### src/rtl/debug_uart_tx_if.sv
`default_nettype none
// +----------------------------------------------------------------------------+
// | debug_uart_tx_if : core-side byte stream and status of the debug UART TX    |
// | Rev 1.0                                                                     |
// +----------------------------------------------------------------------------+
interface debug_uart_tx_if #(
    parameter int FIFO_DEPTH = 16,
    parameter int CNT_W      = $clog2(FIFO_DEPTH) + 1
);
    logic [7:0]       tx_Data;
    logic             tx_DataValid;
    logic             ovf_clr;
    logic             uart_txd;
    logic             busy;
    logic             fifo_full;
    logic [CNT_W-1:0] fifo_count;
    logic             overflow;

    modport master (
        output tx_Data, tx_DataValid, ovf_clr,
        input  uart_txd, busy, fifo_full, fifo_count, overflow
    );

    modport slave (
        input  tx_Data, tx_DataValid, ovf_clr,
        output uart_txd, busy, fifo_full, fifo_count, overflow
    );
endinterface
`default_nettype wire

### src/rtl/debug_uart_tx.sv
`default_nettype none
// +----------------------------------------------------------------------------+
// | debug_uart_tx : FIFO-buffered 8N1 debug UART transmitter, LSB first.        |
// | Define DEBUG_UART_PARITY_EN to add an even-parity bit (8E1).                |
// | Rev 1.0                                                                     |
// +----------------------------------------------------------------------------+
module debug_uart_tx #(
    parameter int CLKS_PER_BIT = 434,
    parameter int FIFO_DEPTH   = 16,
    parameter int CNT_W        = $clog2(FIFO_DEPTH) + 1
) (
    input  logic           clk,
    input  logic           resetn,
    debug_uart_tx_if.slave bus
);
    localparam int PTR_W  = $clog2(FIFO_DEPTH);
    localparam int BAUD_W = $clog2(CLKS_PER_BIT);
    localparam logic [BAUD_W-1:0] c_LAST_BAUD = BAUD_W'(CLKS_PER_BIT - 1);
    localparam logic [CNT_W-1:0]  c_DEPTH     = CNT_W'(FIFO_DEPTH);

    typedef enum logic [2:0] {
        S_IDLE,
        S_START,
        S_DATA,
`ifdef DEBUG_UART_PARITY_EN
        S_PARITY,
`endif
        S_STOP
    } state_t;

    state_t            state_q, state_d;
    logic [BAUD_W-1:0] baud_q, baud_d;
    logic [2:0]        bit_q, bit_d;
    logic [7:0]        shift_q, shift_d;
    logic              txd_q, txd_d;
    logic [PTR_W-1:0]  wr_ptr_q, wr_ptr_d, rd_ptr_q, rd_ptr_d;
    logic [CNT_W-1:0]  count_q, count_d;
    logic              full_q, full_d;
    logic              ovf_q, ovf_d;
    logic [7:0]        mem [FIFO_DEPTH];

    logic       w_pop, w_push, w_bit_end, w_has_data;
    logic [7:0] w_head;

    assign w_head     = mem[rd_ptr_q];
    assign w_has_data = (count_q != '0);
    assign w_bit_end  = (baud_q == c_LAST_BAUD);
    // A full FIFO still accepts a byte when the head leaves in the same cycle.
    assign w_push     = bus.tx_DataValid && ((count_q < c_DEPTH) || w_pop);

    always_comb begin
        state_d = state_q;
        baud_d  = baud_q;
        bit_d   = bit_q;
        shift_d = shift_q;
        w_pop   = 1'b0;
        if (state_q != S_IDLE) begin
            baud_d = w_bit_end ? '0 : baud_q + BAUD_W'(1);
        end
        case (state_q)
            S_IDLE: begin
                if (w_has_data) begin
                    w_pop   = 1'b1;
                    shift_d = w_head;
                    baud_d  = '0;
                    state_d = S_START;
                end
            end
            S_START: begin
                if (w_bit_end) begin
                    bit_d   = 3'd0;
                    state_d = S_DATA;
                end
            end
            S_DATA: begin
                if (w_bit_end) begin
                    shift_d = {1'b0, shift_q[7:1]};
                    bit_d   = bit_q + 3'd1;
                    if (bit_q == 3'd7) begin
`ifdef DEBUG_UART_PARITY_EN
                        state_d = S_PARITY;
`else
                        state_d = S_STOP;
`endif
                    end
                end
            end
`ifdef DEBUG_UART_PARITY_EN
            S_PARITY: begin
                if (w_bit_end) state_d = S_STOP;
            end
`endif
            S_STOP: begin
                if (w_bit_end) begin
                    if (w_has_data) begin
                        w_pop   = 1'b1;
                        shift_d = w_head;
                        state_d = S_START;
                    end else begin
                        state_d = S_IDLE;
                    end
                end
            end
            default: state_d = S_IDLE;
        endcase
    end

`ifdef DEBUG_UART_PARITY_EN
    logic par_q;
    always_ff @(posedge clk or negedge resetn) begin
        if (!resetn)    par_q <= 1'b0;
        else if (w_pop) par_q <= ^w_head;
    end
`endif

    // Line level is derived from the next state so the pin is a clean flop output.
    always_comb begin
        txd_d = 1'b1;
        case (state_d)
            S_START:  txd_d = 1'b0;
            S_DATA:   txd_d = shift_d[0];
`ifdef DEBUG_UART_PARITY_EN
            S_PARITY: txd_d = par_q;
`endif
            default:  txd_d = 1'b1;
        endcase
    end

    always_comb begin
        wr_ptr_d = wr_ptr_q;
        rd_ptr_d = rd_ptr_q;
        count_d  = count_q;
        ovf_d    = ovf_q;
        if (w_push) wr_ptr_d = wr_ptr_q + PTR_W'(1);
        if (w_pop)  rd_ptr_d = rd_ptr_q + PTR_W'(1);
        if (w_push && !w_pop)      count_d = count_q + CNT_W'(1);
        else if (!w_push && w_pop) count_d = count_q - CNT_W'(1);
        if (bus.tx_DataValid && !w_push) ovf_d = 1'b1;
        else if (bus.ovf_clr)            ovf_d = 1'b0;
    end

    assign full_d = (count_d == c_DEPTH);

    always_ff @(posedge clk) begin
        if (w_push) mem[wr_ptr_q] <= bus.tx_Data;
    end

    always_ff @(posedge clk or negedge resetn) begin
        if (!resetn) begin
            state_q  <= S_IDLE;
            baud_q   <= '0;
            bit_q    <= '0;
            shift_q  <= '0;
            txd_q    <= 1'b1;
            wr_ptr_q <= '0;
            rd_ptr_q <= '0;
            count_q  <= '0;
            full_q   <= 1'b0;
            ovf_q    <= 1'b0;
        end else begin
            state_q  <= state_d;
            baud_q   <= baud_d;
            bit_q    <= bit_d;
            shift_q  <= shift_d;
            txd_q    <= txd_d;
            wr_ptr_q <= wr_ptr_d;
            rd_ptr_q <= rd_ptr_d;
            count_q  <= count_d;
            full_q   <= full_d;
            ovf_q    <= ovf_d;
        end
    end

    assign bus.uart_txd   = txd_q;
    assign bus.busy       = (state_q != S_IDLE);
    assign bus.fifo_full  = full_q;
    assign bus.fifo_count = count_q;
    assign bus.overflow   = ovf_q;
endmodule
`default_nettype wire

### src/flat_wrapper.sv
// flat-port wrapper written by rule: the top's interface ports become plain ports
module debug_uart_tx_flat 
#(
    parameter int CLKS_PER_BIT = 434,
    parameter int FIFO_DEPTH   = 16,
    parameter int CNT_W        = $clog2(FIFO_DEPTH) + 1
)
  (clk, resetn, bus_tx_Data, bus_tx_DataValid, bus_ovf_clr, bus_uart_txd, bus_busy, bus_fifo_full, bus_fifo_count, bus_overflow);
  debug_uart_tx_if #(.FIFO_DEPTH(FIFO_DEPTH), .CNT_W(CNT_W)) bus_i ();
  input  logic clk;
  input  logic resetn;
  input wire logic [$bits(bus_i.tx_Data)-1:0] bus_tx_Data;
  input wire logic [$bits(bus_i.tx_DataValid)-1:0] bus_tx_DataValid;
  input wire logic [$bits(bus_i.ovf_clr)-1:0] bus_ovf_clr;
  output wire logic [$bits(bus_i.uart_txd)-1:0] bus_uart_txd;
  output wire logic [$bits(bus_i.busy)-1:0] bus_busy;
  output wire logic [$bits(bus_i.fifo_full)-1:0] bus_fifo_full;
  output wire logic [$bits(bus_i.fifo_count)-1:0] bus_fifo_count;
  output wire logic [$bits(bus_i.overflow)-1:0] bus_overflow;
  assign bus_i.tx_Data = bus_tx_Data;
  assign bus_i.tx_DataValid = bus_tx_DataValid;
  assign bus_i.ovf_clr = bus_ovf_clr;
  assign bus_uart_txd = bus_i.uart_txd;
  assign bus_busy = bus_i.busy;
  assign bus_fifo_full = bus_i.fifo_full;
  assign bus_fifo_count = bus_i.fifo_count;
  assign bus_overflow = bus_i.overflow;
  debug_uart_tx #(.CLKS_PER_BIT(CLKS_PER_BIT), .FIFO_DEPTH(FIFO_DEPTH), .CNT_W(CNT_W)) u_core (.clk(clk), .resetn(resetn), .bus(bus_i));
endmodule
### config.mk
export PLATFORM = sky130hd
export DESIGN_NAME = debug_uart_tx_flat
export DESIGN_NICKNAME = d
export VERILOG_FILES = /design/src/rtl/debug_uart_tx_if.sv /design/src/rtl/debug_uart_tx.sv /design/src/flat_wrapper.sv
export SDC_FILE = /design/constraint.sdc
export NUM_CORES = 1
export LEC_CHECK = 0
export ABC_CLOCK_PERIOD_IN_PS = 5950
export CAP_MARGIN = 20
export CORE_ASPECT_RATIO = 0.7
export CORE_MARGIN = 8
export CORE_UTILIZATION = 40
export CTS_BUF_LIST = sky130_fd_sc_hd__clkbuf_8
export DETAILED_ROUTE_END_ITERATION = 6
export GPL_TIMING_DRIVEN = 0
export PLACE_DENSITY = 0.57
export SETUP_SLACK_MARGIN = 0.05
export SKIP_LAST_GASP = 1
export SLEW_MARGIN = 25
export SYNTH_ARGS = -nofsm -noshare
export SYNTH_HDL_FRONTEND = slang
export SYNTH_SLANG_ARGS = --single-unit
### constraint.sdc
create_clock -name clk -period 5.95 [get_ports clk]
set_input_delay 1.19 -clock clk [delete_from_list [all_inputs] [get_ports clk]]
set_output_delay 1.19 -clock clk [all_outputs]
set_load 0.02 [all_outputs]
After elaboration in Yosys (flattened, before gate mapping)
Memories as Yosys holds them, arrays and structs flattened.
Index checks and enable logic that the tools add are counted.
- register bits after elaboration: 39
- logic and storage cells: 73
- input port bits: 12
- memories: 1
- output and inout port bits: 9
- bits in writable memories: 128
- memories (memory ; depth ; width ; rd ports ; clocked after memory_dff ; write ports ; RTL line ; text):
    u_core.mem ; 16 ; 8 ; 1 ; 0 ; 1 ; debug_uart_tx.sv:40 ; logic [7:0] mem [FIFO_DEPTH];
- mux-type cells: 28
- eq/ne operators: 11
- $add $sub $neg: 6
- order comparisons: 1
- reduce and logical (&&, ||, !) cells: 15
- operators by type and width (operator ; number):
    9-bit 2-to-1 mux ; 4
    8-bit 2-to-1 mux ; 3
    8-bit one-hot mux with 3 select lines ; 1
    3-bit 2-to-1 mux ; 7
    3-bit one-hot mux with 4 select lines ; 1
    5-bit 2-to-1 mux ; 2
    9-bit by 1-bit adder with 9-bit output (second input constant) ; 1
    3-bit by 2-bit equality test with 1-bit output (second input constant) ; 3
    9-bit equality test (second input constant) ; 1
    4-bit by 1-bit adder with 4-bit output (second input constant) ; 2
    1-bit 2-to-1 mux ; 7
    3-bit by 1-bit equality test with 1-bit output (second input constant) ; 2
    2-bit by 1-bit != test with 1-bit output (second input constant) ; 3
    3-bit one-hot mux with 2 select lines ; 1
    3-bit AND reduction ; 2
    3-bit nonzero test ; 2
    5-bit by 1-bit adder with 5-bit output (second input constant) ; 1
    5-bit equality test (second input constant) ; 1
    5-bit < comparator (second input constant) ; 1
    5-bit nonzero test ; 1
    5-bit by 1-bit subtractor with 5-bit output (second input constant) ; 1
    1-bit logical AND ; 4
    1-bit one-hot mux with 2 select lines ; 2
    2-bit nonzero test ; 2
    5 further kinds ; 6

Logic depth before layout (Yosys ltp)
Gate-level depths: netlist of the first run.
- depth after elaboration: 11
- mapped depth: 9

Least setup slack after synthesis of the first run
Ideal clock, no wire load.
- path kind: in2reg
- from: input bus_tx_DataValid
- to: memory u_core.mem[0][0], enable pin
- arrival: 2554 ps
- library setup time: 398 ps
- path buffers: 1
- stages: 3
- required time: 5552 ps
- slack: 2998 ps
- cells stage by stage: buf_1 nand2b_4 nor4b_1
- word-level cells in the longest chain between the ends: 3
- RTL lines (item ; RTL line ; text):
    start: declaration ; flat_wrapper.sv:13 ; input wire logic [$bits(bus_i.tx_DataValid)-1:0] bus_tx_DataValid;
    1-bit logical AND ; debug_uart_tx.sv:49 ; assign w_push = bus.tx_DataValid && ((count_q < c_DEPTH) || w_pop);
    1-bit 2-to-1 mux ; debug_uart_tx.sv:145 ; if (w_push) mem[wr_ptr_q] <= bus.tx_Data;
    1-bit 2-to-1 mux (implied by the code) ; debug_uart_tx.sv:145 ;
    end: declaration ; debug_uart_tx.sv:40 ;
No other way between the ends.

Worst setup path in the final report of the first run
- from: register u_core.state_q[2]
- to: output bus_busy
- word-level cells in the longest chain between the ends: 1
- RTL lines (item ; RTL line ; text):
    start: declaration ; debug_uart_tx.sv:31 ; state_t state_q, state_d;
    start signal: assignment ; debug_uart_tx.sv:161 ; state_q <= state_d;
    3-bit nonzero test ; debug_uart_tx.sv:175 ; assign bus.busy = (state_q != S_IDLE);
    end: declaration ; flat_wrapper.sv:16 ; output wire logic [$bits(bus_i.busy)-1:0] bus_busy;
No other way between the ends.

==> summary.txt, run 1 <==
Run status
  – Outcome: complete, no violations

Synthesis
  – Post-synth top cells: 128 x edfxtp_1, 38 x dfrtp_1, 38 x mux4_2
  – Post-synthesis register bit count: between 150 and 200
  – Synth Area in Adders: 0.0209
  – Multiplexer share of the synthesized area: 0.128
  – Simple-gate share of the synthesized area: 0.0859
  – Area contributors post-synth: edfxtp_1 54%, dfrtp_1 13%, mux4_2 12%
  – Sequential share of the synthesized area: 0.672
  – Synthesized cell area: 0.00718 mm2
  – Main combinational cell family by area after synthesis: multiplexers
  – Compound-gate portion of the synthesized area: 0.0549
  – Xor-xnor portion of the synthesized cell area: 0.0167
  – Number of flops mapped to enable cells by yosys: 128
  – Synth cell types: 60
  – Fraction of registers with async set/reset: 0.234
  – Most frequent cell after synthesis: edfxtp_1
  – Syn avg cell area: 16.9 um2
  – Area leader, netlist: edfxtp_1
  – Syn. warnings: 0
  – Post-synthesis cell count: 426
  – Synth top area share: 0.535
  – Ys flop type: edfxtp_1
  – Syn_nets: 450

Final layout
  – Post-route cell area: 0.00817 mm2
  – Nets: 496
  – Layout cells sized above 1: 0.235
  – Area grow syn2layout: 13.9%
  – # diodes: 0

Placement
  – DP HPWL: a little under 10000 um
  – IO buf count: 20
  – Pre-CTS WS: 2.41 ns
  – Dpl cell area: 0.00774 mm2
  – Placer Congestion: 0.786

Global routing
  – First-pass GRT wire length: about 23000 um
  – Gr usage total: 0.134
  – GRT Residual Overflow: 0
  – Initial antenna violation count: 0
  – Largest net degree at the start of global routing: 25
  – Vias in the first global route: 3827

Clock tree
  – Clock root buffer: clkbuf_8
  – CTS Hold Buffers Added: 0
  – Post-CTS setup buffer count: 0
  – Post_cts resized: 0
  – Clk Latency, worst-skew pair: roughly 0.46 ns
  – CTS clk-pin slew, worst paths: 0.10 ns
  – Clock tree buffer depth: 2
  – Clk sink count: roughly 170
  – CTS H-tree depth: 4
  – TritonCTS Buffers: 17
  – CTS tree: done

STA
  – Final hold violations: 0
  – RSZ-0062 raised after global routing: false
  – Fin worst setup slack: 2.68 ns
  – # setup viols final: 0
  – Slew Viols, Final: 0
  – Actual slew at the worst max-slew pin: 0.826 ns
  – Fin crit share: 0.550
  – Final setup TNS: 0 ns
  – Relative slew slack: 0.450
  – Period minus WS final: 3.27 ns
  – Fmax: 306 MHz
  – Skew final: 0.0230 ns

Floorplan
  – Die Y: 128 um
  – Initial core utilization: 0.403
  – Full die area: 0.0226 mm2
  – Io pins: 21
  – Die Wd: about 180 um
  – Core Box Area: 0.0178 mm2
  – Site Rows: 41

Critical path
  – CP Capture Type: output pin
  – Critical Path Start Type: flip-flop
  – Worst path required time: 4.76 ns
  – Critical Path AT: about 2.1 ns
  – CP Class: flip-flop to output pin
  – Max FO, Critical Path: 8

Route
  – Post-DRT Antenna Nets: 0
  – Drt wl/cell: 19.8 um
  – Routed wire length: 14200 um
  – Residual DRC: 0
  – Vias: 3897
  – DRT Pass-1 Iters: 4
  – DRT iter0 DRCs: 266
  – Vias per cell: 5.40

Pwr
  – VDD IR max: 0.166 mV
  – LEAKAGE: roughly 2.8 nW
  – Power per standard cell area: 403 mW/mm2

Flow run
  – Max cap viols: 0

Hold path
  – Worst Hold Class: flip-flop to flip-flop
## flip-flops by register name, summed over array words and instances (netlist names)
signal / cells
u_core.rd_ptr_q: 4
u_core.state_q: 3
u_core.bit_q: 3
u_core.bus.overflow: 1
u_core.bus.uart_txd: 1
u_core.wr_ptr_q: 4
u_core.bus.fifo_count: 5
u_core.shift_q: 8
u_core.mem: 128
u_core.bus.fifo_full: 1
u_core.baud_q: 9
## cell usage in the layout, fill, tap and decap left out, types with 5 or more instances in the layout
master,instances
a21oi_1,5
a22o_1,5
a22oi_1,7
and3_1,7
and4_1,5
buf_2,13
clkbuf_1,10
clkbuf_8,17
clkdlybuf4s50_1,19
clkinv_8,6
dfrtp_1,38
edfxtp_1,128
ha_1,12
inv_1,16
inv_8,5
mux4_2,38
nand2_1,24
nand3_1,5
nor2_1,14
nor4b_2,5
o21ai_0,26
xnor2_1,7
## stage by stage
stage | util | total power, mW | hold WS (ns) | instances
floorplan | - | 2.18 | 0.464 | 426
global placement | 0.431 | 2.47 | 0.493 | 682
detailed placement | 0.435 | 2.50 | 0.497 | 689
CTS | 0.459 | 3.32 | 0.520 | 721
global route | 0.459 | 3.46 | 0.551 | 721
finish | 0.459 | 3.29 | 0.521 | 721
## path summary, 6_finish.rpt
check,slack (ns),cells past startpoint,start,end
worst max-delay path,2.68,3,u_core.state_q[2],bus_busy
max in group asynchronous,4.75,2,resetn,u_core.bus.uart_txd
worst min-delay path,0.52,2,u_core.shift_q[5],u_core.shift_q[4]
worst min register to register,0.52,2,u_core.shift_q[5],u_core.shift_q[4]
min in group asynchronous,0.64,1,resetn,u_core.bit_q[1]
worst max register to register,2.95,5,u_core.baud_q[3],u_core.mem[2][3]
## worst max-delay path, stage by stage (launching register included)
cell and delay, ns:
dfrtp_1 0.49, nor3_2 0.25, clkinv_1 0.28, clkdlybuf4s50_1 0.61
## metal layers
metal,track usage,share of wire,up-vias,wire length (um)
met5,0,0,-,0
met4,0.0343,0.0050,0,71
met3,0.0338,0.047,7,671
met2,0.187,0.44,90,6240
met1,0.202,0.51,2029,7260
li1,-,-,1771,-
## kinds of logic (layout without fill, tap and decap cells)
logic type / after synthesis / count (layout)
muxes: 44 / 44
other: 1 / 1
buffers and inverters: 36 / 95
AOI/OAI and AO/OA: 58 / 58
and+or+nand+nor: 96 / 96
DFF: 167 / 167
adders and majority gates: 12 / 12
xor gates and xnor gates: 12 / 12
## where the power goes
part,internal [mW],total (mW),leakage (nW),switching [mW]
Clock,0.329,0.827,0.210,0.498
Combinational,0.471,0.986,0.972,0.516
Sequential,1.37,1.48,1.64,0.102
Total,2.17,3.29,2.82,1.12
## area by class of cell
cell class | instances | area [um2]
clock inverters | 15 | 195
clock buffers | 17 | 234
inverters | 17 | 63.8
well taps | 236 | 295
fillers | 1546 | 9630
repair buffers | 27 | 245
flip-flops and latches | 167 | 4820
plain buffers | 19 | 86.3
multi-input cells | 223 | 2230
(Power assumes the default switching activity.)
==> run 2: changes to the inputs <==
--- a/config.mk
+++ b/config.mk
@@ -5,7 +5,7 @@
 export SDC_FILE = /design/constraint.sdc
 export NUM_CORES = 1
 export LEC_CHECK = 0
-export ABC_CLOCK_PERIOD_IN_PS = 5950
+export ABC_CLOCK_PERIOD_IN_PS = 3140
 export CAP_MARGIN = 20
 export CORE_ASPECT_RATIO = 0.7
 export CORE_MARGIN = 8
==> constraint.sdc (replaced) <==
create_clock -name clk -period 3.14 [get_ports clk]
set_input_delay 0.628 -clock clk [delete_from_list [all_inputs] [get_ports clk]]
set_output_delay 0.628 -clock clk [all_outputs]
set_load 0.02 [all_outputs]
==> summary.txt, run 2 (synthesized netlist as in run 1, its figures left out) <==
Run status
  – Outcome: complete, no violations (unchanged)

Final layout
  – Layout cells sized above 1: 0.235 (unchanged)
  – Most frequent cells in the layout: 128 x edfxtp_1, 38 x mux4_2, 38 x dfrtp_1, 26 x o21ai_0, 24 x nand2_1 (unchanged)
  – Post-route cell area: 0.00819 mm2 (was 0.00817 mm2)
  – Biggest regs: u_core.mem (128), u_core.baud_q (9), u_core.shift_q (8) (unchanged)
  – Nets: 496 (unchanged)
  – Area grow syn2layout: 14.1% (was 13.9%)
  – Most flops, register: u_core.mem (unchanged)
  – Fin util: 0.460 (was 0.459)
  – Max reg flops: 128 (unchanged)
  – # diodes: 0 (unchanged)
  – Commonest non-fill, non-tap cell in the layout: edfxtp_1 (unchanged)

Pwr
  – LEAKAGE: 2.83 nW (was 2.82 nW)
  – Switching power share of the total: 0.340 (was 0.339)
  – Gate power share: 0.302 (was 0.300)
  – Power per standard cell area: 763 mW/mm2 (was 403 mW/mm2)
  – Psw: 2.13 mW (was 1.12 mW)
  – Reg power frac: 0.447 (was 0.449)
  – VDD IR max: 0.316 mV (was 0.166 mV)
  – Pint: 4.12 mW (was 2.17 mW)
  – Clk pwr share: 0.251 (about the same)

Clock tree
  – CTS Hold Buffers Added: 0 (unchanged)
  – CTS H-tree depth: 4 (unchanged)
  – CTS tree: done (unchanged)
  – TritonCTS Buffers: 17 (unchanged)
  – Clk sink count: 167 (unchanged)
  – Clock tree buffer depth: 2 (unchanged)
  – Post-CTS setup buffer count: 0 (unchanged)
  – Clk Latency, worst-skew pair: 0.46 ns (about the same)
  – Clock root buffer: clkbuf_8 (unchanged)
  – CTS clk-pin slew, worst paths: 0.11 ns (was 0.10 ns)

STA
  – Fin crit share: 0.896
  – Period minus WS final: 2.81 ns
  – Fmax: 356 MHz
  – Final hold violations: 0 (unchanged)
  – Skew final: 0.0247 ns (was 0.0230 ns)
  – RSZ-0062 raised after global routing: false (unchanged)
  – Relative slew slack: 0.464 (was 0.450)
  – # setup viols final: 0 (unchanged)
  – Actual slew at the worst max-slew pin: 0.804 ns (was 0.826 ns)
  – Slew Viols, Final: 0 (unchanged)

Route
  – Vias per cell: 5.39 (was 5.40)
  – Residual DRC: 0 (unchanged)
  – DRT Pass-1 Iters: 5 (was 4)
  – Routed wire length: 14300 um (was 14200 um)
  – Post-DRT Antenna Nets: 0 (unchanged)
  – DRT iter0 DRCs: 258 (was 266)
  – Drt wl/cell: 19.8 um (about the same)
  – Vias: 3888 (was 3897)

Critical path
  – Crit path launch: u_core.baud_q[3] (was u_core.state_q[2])
  – Critical Path Start Type: flip-flop (unchanged)
  – CP Class: flip-flop to flip-flop (was flip-flop to output pin)
  – Critical Path AT: 2.98 ns (was 2.08 ns)
  – Worst path required time: 3.31 ns (was 4.76 ns)
  – CP Capture Type: flip-flop (was output pin)
  – R2R Path Start: u_core.baud_q[3] (unchanged)
  – Max FO, Critical Path: 6 (was 8)

Floorplan
  – Core Box Area: 0.0178 mm2 (unchanged)
  – Die Y: 128 um (unchanged)
  – Full die area: 0.0226 mm2 (unchanged)
  – Die Wd: 176 um (unchanged)
  – Io pins: 21 (unchanged)
  – Site Rows: 41 (unchanged)
  – Initial core utilization: 0.403 (unchanged)

Placement
  – Dpl cell area: 0.00774 mm2 (unchanged)
  – DP HPWL: 9850 um (unchanged)
  – IO buf count: 20 (unchanged)
  – Placer Congestion: 0.786 (unchanged)

Hold path
  – Worst Hold Class: input pin to async pin (was flip-flop to flip-flop)

Global routing
  – Vias in the first global route: 3827 (unchanged)
  – GRT Residual Overflow: 0 (unchanged)
  – Initial antenna violation count: 0 (unchanged)
  – Gr usage total: 0.134 (unchanged)
  – Largest net degree at the start of global routing: 25 (unchanged)
  – First-pass GRT wire length: 22700 um (unchanged)

Flow run
  – Max cap viols: 0 (unchanged)
run 2: path summary, 6_finish.rpt:
kind                                             to  slack, ns  cells after the start
worst max-delay path               u_core.mem[0][3]       0.33                      6
worst max register to register     u_core.mem[0][3]       0.33                      6
max in group asynchronous       u_core.bus.uart_txd       2.50                      2
worst min-delay path                u_core.bit_q[1]       0.08                      1
worst min register to register    u_core.shift_q[4]       0.52                      2
min in group clk                  u_core.shift_q[4]       0.52                      2
run 2: cell type report:
class | instances | area (um2)
Buffer | 19 | 86.3
Clock inverter | 15 | 195
Tap cell | 236 | 295
Fill cell | 1540 | 9610
Sequential cell | 167 | 4820
Timing Repair Buffer | 27 | 245
Multi-Input combinational cell | 223 | 2250
Clock buffer | 17 | 234
Inverter | 17 | 63.8
run 2: metal layers:
metal | share of wire | wire length, um | track usage | vias to the layer above
li1 | - | - | - | 1771
met1 | 0.51 | 7220 | 0.202 | 2013
met2 | 0.44 | 6240 | 0.187 | 99
met3 | 0.051 | 725 | 0.0338 | 5
met4 | 0.0059 | 84 | 0.0343 | 0
met5 | 0 | 0 | 0 | -
run 2: power groups by stage:
stage	Sequential, mW	Clock, mW	Combinational [mW]
after floorplan	2.84	0	1.28
final	2.80	1.57	1.89
after detailed placement	2.85	0	1.89
after global routing	2.83	1.69	2.05
after global placement	2.84	0	1.85
after CTS	2.80	1.61	1.89
run 2: critical path, cell delays in order, from the launching register on:
cell and delay, ns:
dfrtp_1 0.46, or4b_4 0.60, o311a_4 0.44, nand2b_4 0.21
nor4b_2 0.37, buf_2 0.24, buf_2 0.19
run 2: through the flow:
stage / setup WS (ns) / power (mW) / instances / hold WS, ns / TNS, ns
after floorplan: 0.208 / 4.13 / 426 / 0.332 / 0
after global placement: -0.899 / 4.68 / 682 / 0.493 / -26.13
after detailed placement: 0.162 / 4.73 / 689 / 0.497 / 0
after CTS: 0.143 / 6.30 / 721 / 0.0731 / 0
after global routing: 0.199 / 6.58 / 721 / 0.0802 / 0
final: 0.327 / 6.25 / 721 / 0.0792 / 0
run 2: timing repair:
item	CTS	global route
setup endpoints to repair	0	6
gates resized for setup	0	2
endpoints found under the hold margin	0	0
==> run 3: changes to the inputs <==
--- a/config.mk
+++ b/config.mk
@@ -14,7 +14,7 @@
 export DETAILED_ROUTE_END_ITERATION = 6
 export GPL_TIMING_DRIVEN = 0
 export PLACE_DENSITY = 0.57
-export SETUP_SLACK_MARGIN = 0.05
+export SETUP_SLACK_MARGIN = 0.02
 export SKIP_LAST_GASP = 1
 export SLEW_MARGIN = 25
 export SYNTH_ARGS = -nofsm -noshare
==> results of run 3 <==
The final DEF is identical to that of run 1. Status: complete, no violations.
Among the figures that moved: setup slack after placement 2.41 ns -> 0.162 ns; clock-pin slew on the worst setup and hold paths 0.10 ns -> 0.11 ns; setup slack after layout 2.68 ns -> 0.139 ns; hold slack 0.521 ns -> 0.0816 ns; start point of the critical path u_core.state_q[2] -> u_core.baud_q[3]; end point of the critical path bus_busy -> u_core.mem[2][3]; register-to-register setup slack 2.95 ns -> 0.14 ns; total power 3.29 mW -> 6.23 mW; worst IR drop on VDD 0.166 mV -> 0.315 mV
